File: config.mk
export PLATFORM = sky130hd
export DESIGN_NAME = pwm_meas
export DESIGN_NICKNAME = d
export VERILOG_FILES = /design/src/rtl/pwm_meas_pkg.sv /design/src/rtl/frac_div8.sv /design/src/rtl/pwm_meas.sv
export SDC_FILE = /design/constraint.sdc
export NUM_CORES = 1
export LEC_CHECK = 0
export CAP_MARGIN = 40
export CORE_UTILIZATION = 35
export DETAILED_ROUTE_END_ITERATION = 10
export GPL_TIMING_DRIVEN = 0
export SYNTH_ARGS = -nofsm -noshare
export SYNTH_HDL_FRONTEND = slang
export SYNTH_SLANG_ARGS = --single-unit
File: constraint.sdc
create_clock -name clk -period 2.7 [get_ports clk]
set_input_delay 0.54 -clock clk [delete_from_list [all_inputs] [get_ports clk]]
set_output_delay 0.54 -clock clk [all_outputs]
set_load 0.005 [all_outputs]
File: src/rtl/pwm_meas_pkg.sv
// Shared types and constants for the PWM measurement block and its divider.
package pwm_meas_pkg;

  typedef enum logic {
    WAIT_EDGE = 1'b0,
    MEAS      = 1'b1
  } state_e;

  localparam int unsigned DUTY_W       = 8;
  localparam int unsigned DIV_CYC      = 8;
  localparam int unsigned GLITCH_LEN   = 3;
  localparam int unsigned DIV_CNT_W    = $clog2(DIV_CYC);
  localparam int unsigned GLITCH_CNT_W = $clog2(GLITCH_LEN);

  // Shortest period whose capture can be handed to the divider.
  localparam int unsigned MIN_PERIOD   = DIV_CYC + 1;

endpackage

File: src/rtl/frac_div8.sv
// 8-cycle restoring divider: q = floor(num*256/den), one quotient bit per cycle.
// done_c/q_c flag the final iteration so the caller can register the result.
module frac_div8
  import pwm_meas_pkg::*;
#(
  parameter int unsigned CNT_W = 16
) (
  input  logic              clk,
  input  logic              rst_n,
  input  logic              start_i,
  input  logic [CNT_W-1:0]  num_i,
  input  logic [CNT_W-1:0]  den_i,
  output logic              busy_o,
  output logic              done_c,
  output logic [DUTY_W-1:0] q_c
);

  localparam int unsigned REM_W = CNT_W + 1;

  logic                 busy_q, busy_d;
  logic [DIV_CNT_W-1:0] it_q, it_d;
  logic [REM_W-1:0]     rem_q, rem_d;
  logic [CNT_W-1:0]     den_q, den_d;
  logic [DUTY_W-1:0]    quo_q, quo_d;
  logic [REM_W-1:0]     rem_sh;
  logic                 qbit;

  // One restoring step per busy cycle; remainder stays below den so REM_W never overflows.
  always_comb begin
    busy_d = busy_q;
    it_d   = it_q;
    rem_d  = rem_q;
    den_d  = den_q;
    quo_d  = quo_q;
    done_c = 1'b0;
    rem_sh = rem_q << 1;
    qbit   = (rem_sh >= REM_W'(den_q));
    q_c    = {quo_q[DUTY_W-2:0], qbit};
    if (busy_q) begin
      rem_d = qbit ? (rem_sh - REM_W'(den_q)) : rem_sh;
      quo_d = q_c;
      it_d  = it_q + DIV_CNT_W'(1);
      if (it_q == DIV_CNT_W'(DIV_CYC - 1)) begin
        busy_d = 1'b0;
        done_c = 1'b1;
      end
    end else if (start_i) begin
      busy_d = 1'b1;
      it_d   = '0;
      rem_d  = REM_W'(num_i);
      den_d  = den_i;
      quo_d  = '0;
    end
  end

  always_ff @(posedge clk or negedge rst_n) begin
    if (!rst_n) begin
      busy_q <= 1'b0;
      it_q   <= '0;
      rem_q  <= '0;
      den_q  <= '0;
      quo_q  <= '0;
    end else begin
      busy_q <= busy_d;
      it_q   <= it_d;
      rem_q  <= rem_d;
      den_q  <= den_d;
      quo_q  <= quo_d;
    end
  end

  assign busy_o = busy_q;

endmodule

File: src/rtl/pwm_meas.sv
// PWM receiver: measures high time and period of PWM_in and converts them to 8-bit duty.
// Optional 3-cycle glitch filter on the synchronized line: define PWM_MEAS_GLITCH_EN.
module pwm_meas
  import pwm_meas_pkg::*;
#(
  parameter int unsigned CNT_W       = 16,
  parameter int unsigned TIMEOUT_CYC = 4096
) (
  input  logic              clk,
  input  logic              rst_n,
  input  logic              PWM_in,
  output logic [CNT_W-1:0]  high_cnt,
  output logic [CNT_W-1:0]  period,
  output logic [DUTY_W-1:0] duty,
  output logic              meas_valid,
  output logic              meas_ovr,
  output logic              timeout
);

  logic sync1_q, sig_s_q, sig_d_q;
  logic sig_f;
  logic rise, fall;

  state_e            state_q, state_d;
  logic [CNT_W-1:0]  per_q, per_d, hi_q, hi_d;
  logic [CNT_W-1:0]  per_inc, hi_inc;
  logic [CNT_W-1:0]  to_cnt_q, to_cnt_d;
  logic              timeout_q, timeout_d;
  logic [CNT_W-1:0]  cap_hi_q, cap_hi_d, cap_per_q, cap_per_d;
  logic [CNT_W-1:0]  high_q, high_d, period_q, period_d;
  logic [DUTY_W-1:0] duty_q, duty_d;
  logic              valid_q, valid_d, ovr_q, ovr_d;

  logic              div_start, div_busy, div_done;
  logic [DUTY_W-1:0] div_q;

`ifdef PWM_MEAS_GLITCH_EN
  logic                    filt_q;
  logic [GLITCH_CNT_W-1:0] gcnt_q, gcnt_d;

  // Follow sig_s only once it has differed from the filtered level for GLITCH_LEN cycles.
  always_comb begin
    sig_f  = filt_q;
    gcnt_d = '0;
    if (sig_s_q != filt_q) begin
      if (gcnt_q == GLITCH_CNT_W'(GLITCH_LEN - 1)) begin
        sig_f = sig_s_q;
      end else begin
        gcnt_d = gcnt_q + GLITCH_CNT_W'(1);
      end
    end
  end

  always_ff @(posedge clk or negedge rst_n) begin
    if (!rst_n) begin
      filt_q <= 1'b0;
      gcnt_q <= '0;
    end else begin
      filt_q <= sig_f;
      gcnt_q <= gcnt_d;
    end
  end
`else
  always_comb sig_f = sig_s_q;
`endif

  assign rise = sig_f & ~sig_d_q;
  assign fall = ~sig_f & sig_d_q;

  frac_div8 #(
    .CNT_W (CNT_W)
  ) u_div (
    .clk     (clk),
    .rst_n   (rst_n),
    .start_i (div_start),
    .num_i   (hi_q),
    .den_i   (per_q),
    .busy_o  (div_busy),
    .done_c  (div_done),
    .q_c     (div_q)
  );

  always_comb begin
    state_d   = state_q;
    per_d     = per_q;
    hi_d      = hi_q;
    to_cnt_d  = to_cnt_q;
    timeout_d = timeout_q;
    cap_hi_d  = cap_hi_q;
    cap_per_d = cap_per_q;
    high_d    = high_q;
    period_d  = period_q;
    duty_d    = duty_q;
    valid_d   = 1'b0;
    ovr_d     = 1'b0;
    div_start = 1'b0;
    per_inc   = (per_q == '1) ? per_q : per_q + CNT_W'(1);
    hi_inc    = (hi_q == '1) ? hi_q : hi_q + CNT_W'(1);

    case (state_q)
      WAIT_EDGE: begin
        if (rise) begin
          state_d = MEAS;
          per_d   = CNT_W'(1);
          hi_d    = CNT_W'(1);
        end
      end
      MEAS: begin
        if (rise) begin
          per_d = CNT_W'(1);
          hi_d  = CNT_W'(1);
          // Capture regs stay owned by the running division until it completes.
          if (!div_busy && (per_q >= CNT_W'(MIN_PERIOD))) begin
            cap_hi_d  = hi_q;
            cap_per_d = per_q;
            div_start = 1'b1;
          end else begin
            ovr_d = 1'b1;
          end
        end else begin
          per_d = per_inc;
          if (sig_f) hi_d = hi_inc;
        end
      end
      default: state_d = WAIT_EDGE;
    endcase

    if (div_done) begin
      valid_d  = 1'b1;
      high_d   = cap_hi_q;
      period_d = cap_per_q;
      duty_d   = div_q;
    end

    // Stuck-line detection; an edge in the limit cycle wins over the timeout.
    if (rise || fall) begin
      to_cnt_d  = '0;
      timeout_d = 1'b0;
    end else if (!timeout_q) begin
      if (to_cnt_q == CNT_W'(TIMEOUT_CYC - 1)) begin
        to_cnt_d  = '0;
        timeout_d = 1'b1;
        valid_d   = 1'b1;
        high_d    = '0;
        period_d  = '0;
        duty_d    = sig_f ? '1 : '0;
        state_d   = WAIT_EDGE;
      end else begin
        to_cnt_d = to_cnt_q + CNT_W'(1);
      end
    end
  end

  always_ff @(posedge clk or negedge rst_n) begin
    if (!rst_n) begin
      sync1_q   <= 1'b0;
      sig_s_q   <= 1'b0;
      sig_d_q   <= 1'b0;
      state_q   <= WAIT_EDGE;
      per_q     <= '0;
      hi_q      <= '0;
      to_cnt_q  <= '0;
      timeout_q <= 1'b0;
      cap_hi_q  <= '0;
      cap_per_q <= '0;
      high_q    <= '0;
      period_q  <= '0;
      duty_q    <= '0;
      valid_q   <= 1'b0;
      ovr_q     <= 1'b0;
    end else begin
      sync1_q   <= PWM_in;
      sig_s_q   <= sync1_q;
      sig_d_q   <= sig_f;
      state_q   <= state_d;
      per_q     <= per_d;
      hi_q      <= hi_d;
      to_cnt_q  <= to_cnt_d;
      timeout_q <= timeout_d;
      cap_hi_q  <= cap_hi_d;
      cap_per_q <= cap_per_d;
      high_q    <= high_d;
      period_q  <= period_d;
      duty_q    <= duty_d;
      valid_q   <= valid_d;
      ovr_q     <= ovr_d;
    end
  end

  assign high_cnt   = high_q;
  assign period     = period_q;
  assign duty       = duty_q;
  assign meas_valid = valid_q;
  assign meas_ovr   = ovr_q;
  assign timeout    = timeout_q;

endmodule

==> results of run 1 <==
## sequential cells by signal (all words and copies together), names as in the netlist, 7 cells and up
register	flops
period	16
u_div.quo_q	7
duty	8
per_q	16
high_cnt	16
u_div.rem_q	16
hi_q	16
cap_hi_q	16
u_div.den_q	16
cap_per_q	16
to_cnt_q	16
## metal layers
metal | GRT usage (%) | routed length, um
met5 | 0 | 0
met1 | 27.02 | 10600
met3 | 3.674 | 1095
met4 | 5.174 | 315
met2 | 26.92 | 9623
## worst max-delay path, delay by kind of cell, from the launching register on
kind	cells	cell delay, ps
flip-flops	1	420
adder cells (fa/ha/maj)	1	280
AO/OA/AOI/OAI	2	470
AND/OR/NAND/NOR	4	960
buffers and inverters	2	390
## Yosys cell counts, drive strengths merged, types with 3 or more instances
master and count:
a211oi 4, a21o 7, a21oi 63, a31oi 9
a41oi 3, and2 6, and3 10, and4 4
buf 18, clkbuf 32, dfrtp 170, ha 24
inv 43, mux2 22, mux2i 11, nand2 130
nand2b 14, nand3 66, nand4 12, nor2 45
nor2b 8, nor3 16, nor3b 5, nor4 4
o2111ai 3, o211ai 8, o21a 3, o21ai 83
o21bai 4, o22ai 3, o311a 5, o31ai 12
o32ai 4, or3 7, or4 6, xnor2 11
xor2 16
## power by group through the flow
| stage | clock network (mW) | logic [mW] | registers (mW) |
|---|---|---|---|
| finish | 2.68 | 3.13 | 3.37 |
| global route | 2.82 | 3.49 | 3.42 |
| CTS | 2.72 | 3.02 | 3.36 |
| detailed placement | 0 | 2.98 | 3.40 |
| global placement | 0 | 2.94 | 3.40 |
| floorplan | 0 | 2.17 | 3.26 |
## kinds of logic (layout without fill, tap and decap cells)
family	Yosys count	in the layout	synth area share (%)
AO/OA/AOI/OAI	225	225	16.13
XOR/XNOR	27	27	2.767
buffers and inverters	94	177	4.494
adder cells (fa/ha/maj)	25	25	3.748
multiplexers	33	33	4.187
flip-flops	170	170	49.77
AND/OR/NAND/NOR	337	337	18.90
## timing repair
| item | 4_1_cts | 5_1_grt |
|---|---|---|
| pin swaps | 1 | 1 |
| resized for setup | 4 | 23 |
| setup buffers | 1 | 3 |
| endpoints found under the setup margin | 41 | 53 |
## worst max-delay path by stage
stage | from | end | cells past startpoint
finish | u_div.rem_q[10] | u_div.rem_q[13] | 9
detailed placement | u_div.rem_q[9] | u_div.rem_q[7] | 7
floorplan | per_q[0] | u_div.rem_q[14] | 8
global placement | rst_n | to_cnt_q[3] | 1
global route | per_q[12] | u_div.rem_q[14] | 8
CTS | sig_f | hi_q[5] | 6
## area by class of cell
cell class | instances | share of cell area (%)
Tap cell | 319 | 3.923
Inverter | 44 | 1.623
Buffer | 50 | 2.250
Timing Repair Buffer | 51 | 5.116
Clock inverter | 15 | 2.054
Clock buffer | 17 | 4.181
Sequential cell | 170 | 41.83
Multi-Input combinational cell | 647 | 39.02
==> metrics.md, run 1 <==
| Metric | Value |
|---|---|
| Worst setup SP type | `flip-flop` |
| Status | `finished, final reports clean` |
| Layout Cells excl Fill | `1,313` |
| FF-to-FF Start | `u_div.rem_q[10]` |
| DR iter-0 viols | `570` |
| Total grt overflow | `0` |
| I/O pin cnt | `46` |
| Worst r2r dst | `u_div.rem_q[13]` |
| Clk buf depth | `2` |
| # H-tree levels | `4` |
| Crit Path Max Fanout | `10` |
| Via/cell ratio | `5.250` |
| Layout area overhead | `19.05%` |
| Final cycle utilization of the critical path | `96.46%` |
| Post-synth top area share | `49.77%` |
| Ys async rst share | `100.0%` |
| ANT nets after route | `0` |
| Syn Std Cell Area | `8547 um^2` |
| NetSw | `3.307 mW` |
| Top cell type by total area after synthesis | `dfrtp_1` |
| Nets | `1,009` |
| Count of final setup violators | `0` |
| Minimum clock period | `2605 ps` |
| Clock network fraction of total power | `29.2%` |
| Slew headroom | `59.78%` |
| Comb power frac | `34.1%` |
| Dominant synthesized flop cell | `dfrtp_1` |
| Place WS | `-161.1 ps` |
| Seq cells post-synth | `170` |
| Worst Skew | `10.58 ps` |
| Placed insts | `1,277` |
| Final instance area | `10,170 um^2` |
| GP Congestion | `0.9062` |
| Initial antenna violation count | `0` |
| Die Footprint | `25,050 um^2` |
| Pins Over Slew Limit | `0` |
| Post-synthesis cell count | `911` |
| Post-Syn Nets | `939` |
| Die Span X | `158.3 um` |
| Pwr Density | `901.6 nW/um^2` |
| Initial Util | `36.09%` |
| Vias in the first global route | `6,548` |
| Area of the multi-input gates | `3970 um^2` |
| Post-synth EDFFs | `0` |
| Worst skew pair latency | `430 ps` |
| Mapped Avg Cell Area | `9.382 um^2` |
| Design Power | `9.174 mW` |
| CP max stage delay | `580 ps` |
| PnR worst setup slack | `95.45 ps` |
| Setup TNS | `0 ps` |
| Routed length per instance | `16.47 um` |
| Flop pwr share | `36.7%` |
| Max VDD drop | `525.5 uV` |
| RSZ-0062 raised after global routing | `no` |
| DRC viols | `0` |
| CP arrival | `2960 ps` |
| Internal reg-to-reg setup slack | `100 ps` |
| Hold WS | `76.30 ps` |
| Final WL | `21,630 um` |
| Sw Share | `36.04%` |
| HPWL Detailed | `15,420 um` |
| Hold/Removal Path Class | `in -> async` |
| Most common cell after layout, fill and taps aside | `dfrtp_1` |
| Core area | `23,680 um^2` |
| Largest net degree at the start of global routing | `95` |
| Endpoint class of the critical path | `flip-flop` |
| Leakage power | `4.344 nW` |
| Crit-path cells | `ha_1 -> buf_2 -> nand3_1 -> or4_4 -> o21ai_4 -> buf_4 -> nor3_1 -> a31o_1 -> nor3_2` |
| Distinct cell type count after synthesis | `64` |
| Max_cap viols | `0` |
| Kind of critical path | `reg -> reg` |
| CP max-delay cell | `or4_4` |
| Sequential cell area fraction in the yosys report | `49.77%` |
| Util after Layout | `42.96%` |
| Commonest non-fill, non-tap cells in the layout | `dfrtp_1, nand2_1, o21ai_0` |
| Final hold violations | `0` |
| Slew @ Worst Pin | `603.4 ps` |
| Synth top area cells | `dfrtp_1, nand2_1, o21ai_0, nand3_1, a21oi_1` |
| Vias | `6,893` |
| CTS tree | `done` |
| Pre-Repair DR Iteration Count | `5` |
| CTS buffer count | `17` |
| Die Y | `158.3 um` |
| Layout cells sized above 1 | `9.859%` |
| FF-to-FF path depth | `9` |
| FP Rows | `56` |
| Hold buffer count at cts | `0` |
| First-pass GRT wire length | `35,340 um` |
| Antenna cells | `0` |
| Fillers | `2,387` |
| CTS Root Cell | `clkbuf_16` |
| Worst Path Required | `3060 ps` |
| Register area | `4257 um^2` |
| PortBufs | `45` |
| Int Power | `5.867 mW` |
| Placed cell areas | `9442 um^2` |
| Yosys warns | `0` |
| Sink Count | `170` |
| Highest Clock Rate | `383.9 MHz` |
| Clock transition at path regs | `70 ps` |
| Global-route usage over all layers | `18.30%` |
(Power assumes the default switching activity.)
==> inputs of run 2 (changes only) <==
Settings changed: SYNTH_HIERARCHICAL set to 1.
==> metrics.md, run 2 <==
| Metric | Value |
|---|---|
| Count of final setup violators | `0` |
| Final WL | `21,140 um` |
| Clock transition at path regs | `70 ps` |
| Dominant synthesized flop cell | `dfrtp_1` |
| Worst Skew | `10.49 ps` |
| Commonest non-fill, non-tap cells in the layout | `dfrtp_1, nor2_1, nand2_1` |
| Met1 GRT Util | `23.25%` |
| Combinational family with the most area after synthesis | `simple AND/OR/NAND/NOR gates` |
| GR met3 Demand/Resource | `2.753%` |
| Met2 usage | `26.76%` |
| Fillers | `2,378` |
| Slew @ Worst Pin | `925.3 ps` |
| Largest net degree at the start of global routing | `101` |
| CTS Root Cell | `clkbuf_16` |
| Flop pwr share | `38.6%` |
| I/O pin cnt | `46` |
| Util after Layout | `42.18%` |
| FP Rows | `57` |
| Final hold violations | `0` |
| Max_cap viols | `0` |
| Clk buf depth | `2` |
| Distinct cell type count after synthesis | `75` |
| FF-to-FF Start | `u_div/den_q[14]` |
| Internal reg-to-reg setup slack | `110 ps` |
| Worst Setup SP | `u_div/den_q[14]` |
| First-pass GRT wire length | `34,470 um` |
| GRT Max-Usage Layer | `met2` |
| Sequential cell area fraction in the yosys report | `48.74%` |
| Clock network fraction of total power | `27.3%` |
| ANT nets after route | `0` |
| Synth top area cells | `dfrtp_1, mux2i_1, mux2_2, ha_1, nor2_1` |
| Xor-xnor portion of the synthesized cell area | `2.509%` |
| Int Power | `5.540 mW` |
| Die Y | `159.9 um` |
| Routed length per instance | `16.83 um` |
| Pwr Density | `839.9 nW/um^2` |
| Sink Count | `170` |
| FF-to-FF path depth | `12` |
| PortBufs | `45` |
| Hold buffer count at cts | `0` |
| Post-synth top area share | `48.74%` |
| Post-Syn Nets | `881` |
| Compound-gate portion of the synthesized area | `14.74%` |
| Crit Path Max Fanout | `7` |
| Core area | `24,390 um^2` |
| Placed cell areas | `9617 um^2` |
| # H-tree levels | `4` |
| Max VDD drop | `392.3 uV` |
| Worst setup SP type | `flip-flop` |
| Layout cells sized above 1 | `13.95%` |
| Post-Synth Simple-Gate Area | `15.83%` |
| Die Span X | `159.9 um` |
| Global-route usage over all layers | `16.87%` |
| GP Congestion | `0.8566` |
| Comb power frac | `34.0%` |
| Hold/Removal Path Class | `in -> async` |
| NetSw | `3.101 mW` |
| Total grt overflow | `0` |
| Initial Util | `35.79%` |
| Antenna cells | `0` |
| Status | `finished, final reports clean` |
| CP arrival | `2890 ps` |
| Most frequent cell after synthesis | `dfrtp_1` |
| Endpoint class of the critical path | `flip-flop` |
| Sw Share | `35.89%` |
| Syn Std Cell Area | `8728 um^2` |
| Leakage power | `4.373 nW` |
| CTS tree | `done` |
| Worst skew pair latency | `430 ps` |
| Yosys warns | `6` |
| Initial antenna violation count | `0` |
| Vias in the first global route | `6,423` |
| Ys async rst share | `100.0%` |
| Die Footprint | `25,570 um^2` |
| End point of the critical path | `duty[0]` |
| Via/cell ratio | `5.329` |
| Mapped Avg Cell Area | `10.23 um^2` |
| Kind of critical path | `reg -> reg` |
| Worst r2r dst | `duty[0]` |
| Most common cell after layout, fill and taps aside | `dfrtp_1` |
| Post-synth EDFFs | `0` |
| Adder-Cell Fraction of Synth Area | `3.670%` |
| DRC viols | `0` |
| HPWL Detailed | `15,210 um` |
| Hold WS | `35.31 ps` |
| Minimum clock period | `2591 ps` |
| Commonest cells post-synth | `dfrtp_1, nor2_1, nand2_1, mux2i_1, o21ai_0` |
| Pre-Repair DR Iteration Count | `7` |
| Final cycle utilization of the critical path | `95.98%` |
| Worst Path Required | `3000 ps` |
| CTS buffer count | `17` |
| Final instance area | `10,290 um^2` |
| Seq cells post-synth | `170` |
| Top cell type by total area after synthesis | `dfrtp_1` |
| Slew headroom | `37.80%` |
| Highest Clock Rate | `385.9 MHz` |
| DR iter-0 viols | `428` |
| Vias | `6,693` |
| Mux contribution to synthesized area | `10.24%` |
| Design Power | `8.641 mW` |
| Post-synthesis cell count | `853` |
| Layout area overhead | `17.86%` |
| Pins Over Slew Limit | `0` |
| Nets | `948` |
run 2: cell types whose count changed after synthesis, sizes merged, moves of 27 or more:
cell / before / now
a211oi: 4 / 31
mux2i: 11 / 51
nand2: 130 / 71
nand3: 66 / 29
nor2: 45 / 77
o21ai: 83 / 51
run 2: kinds of logic (layout without fill, tap and decap cells):
logic type,Yosys count,count (layout)
simple gates,273,273
compound gates,194,194
flops,170,170
mux,85,85
buf+inv,81,160
fa+ha+maj,25,25
xor+xnor,25,25
run 2: metal layers:
layer	wire length (um)	vias to the layer above
met5	0	-
met4	402	0
met3	854	28
met2	9918	166
met1	9960	3287
li1	-	3212
run 2: layout make-up:
cell class / count / area (um^2) / share of cell area (%)
buffer: 45 / 272.8 / 2.651
multi-input combinational: 602 / 4148 / 40.32
sequential: 170 / 4255 / 41.36
clock buffer: 19 / 452.9 / 4.403
tap: 324 / 405.4 / 3.941
inverter: 36 / 138.9 / 1.350
clock inverter: 12 / 116.4 / 1.131
timing repair buffer: 48 / 498.0 / 4.841
run 2: stage by stage:
step | setup TNS, ps | setup slack (ps) | std cells
final | 0 | 108.7 | 1256
after global routing | -21.46 | -6.474 | 1256
after CTS | -18.09 | -18.09 | 1254
after detailed placement | -58250 | -1016 | 1223
after global placement | -1084620 | -6055 | 1222
after floorplan | 0 | 19.91 | 853
run 2: what timing repair did:
item | CTS | global route
hold endpoints to repair | 0 | 0
resized for setup | 19 | 19
buffers inserted | 0 | 2
cloned | 0 | 0
pin swaps | 0 | 3
endpoints found under the setup margin | 112 | 71
run 2: worst min path at each step:
| stage | end | slack, ps | from | cells past startpoint |
|---|---|---|---|---|
| floorplan | cap_hi_q[0] | 240 | rst_n | 0 |
| global placement | sig_f | 330 | sync1_q | 0 |
| detailed placement | sig_f | 340 | sync1_q | 0 |
| CTS | period[7] | 70 | rst_n | 1 |
| global route | period[7] | 90 | rst_n | 1 |
| finish | period[7] | 40 | rst_n | 1 |
run 2: critical path, cell delays in order (launching register included):
cell and delay [ps]:
dfrtp_1 360, inv_1 110, ha_2 330, a21o_1 210, a211oi_2 280, o2111ai_2 170, or3_1 350, buf_6 150
nand2_4 90, inv_2 80, buf_4 130, mux2i_1 120, a21oi_1 80
run 2: power by group through the flow:
stage	logic (mW)	registers (mW)	clock network [mW]
floorplan	2.06	3.23	0
global placement	2.77	3.37	0
detailed placement	2.78	3.37	0
CTS	2.83	3.33	2.42
global route	3.23	3.39	2.52
finish	2.94	3.34	2.36
==> inputs of run 3 (changes only) <==
Settings changed: CTS_CLUSTER_DIAMETER set to 30.
==> results of run 3 <==
Final layout, timing and power as in run 2 (identical DEF).
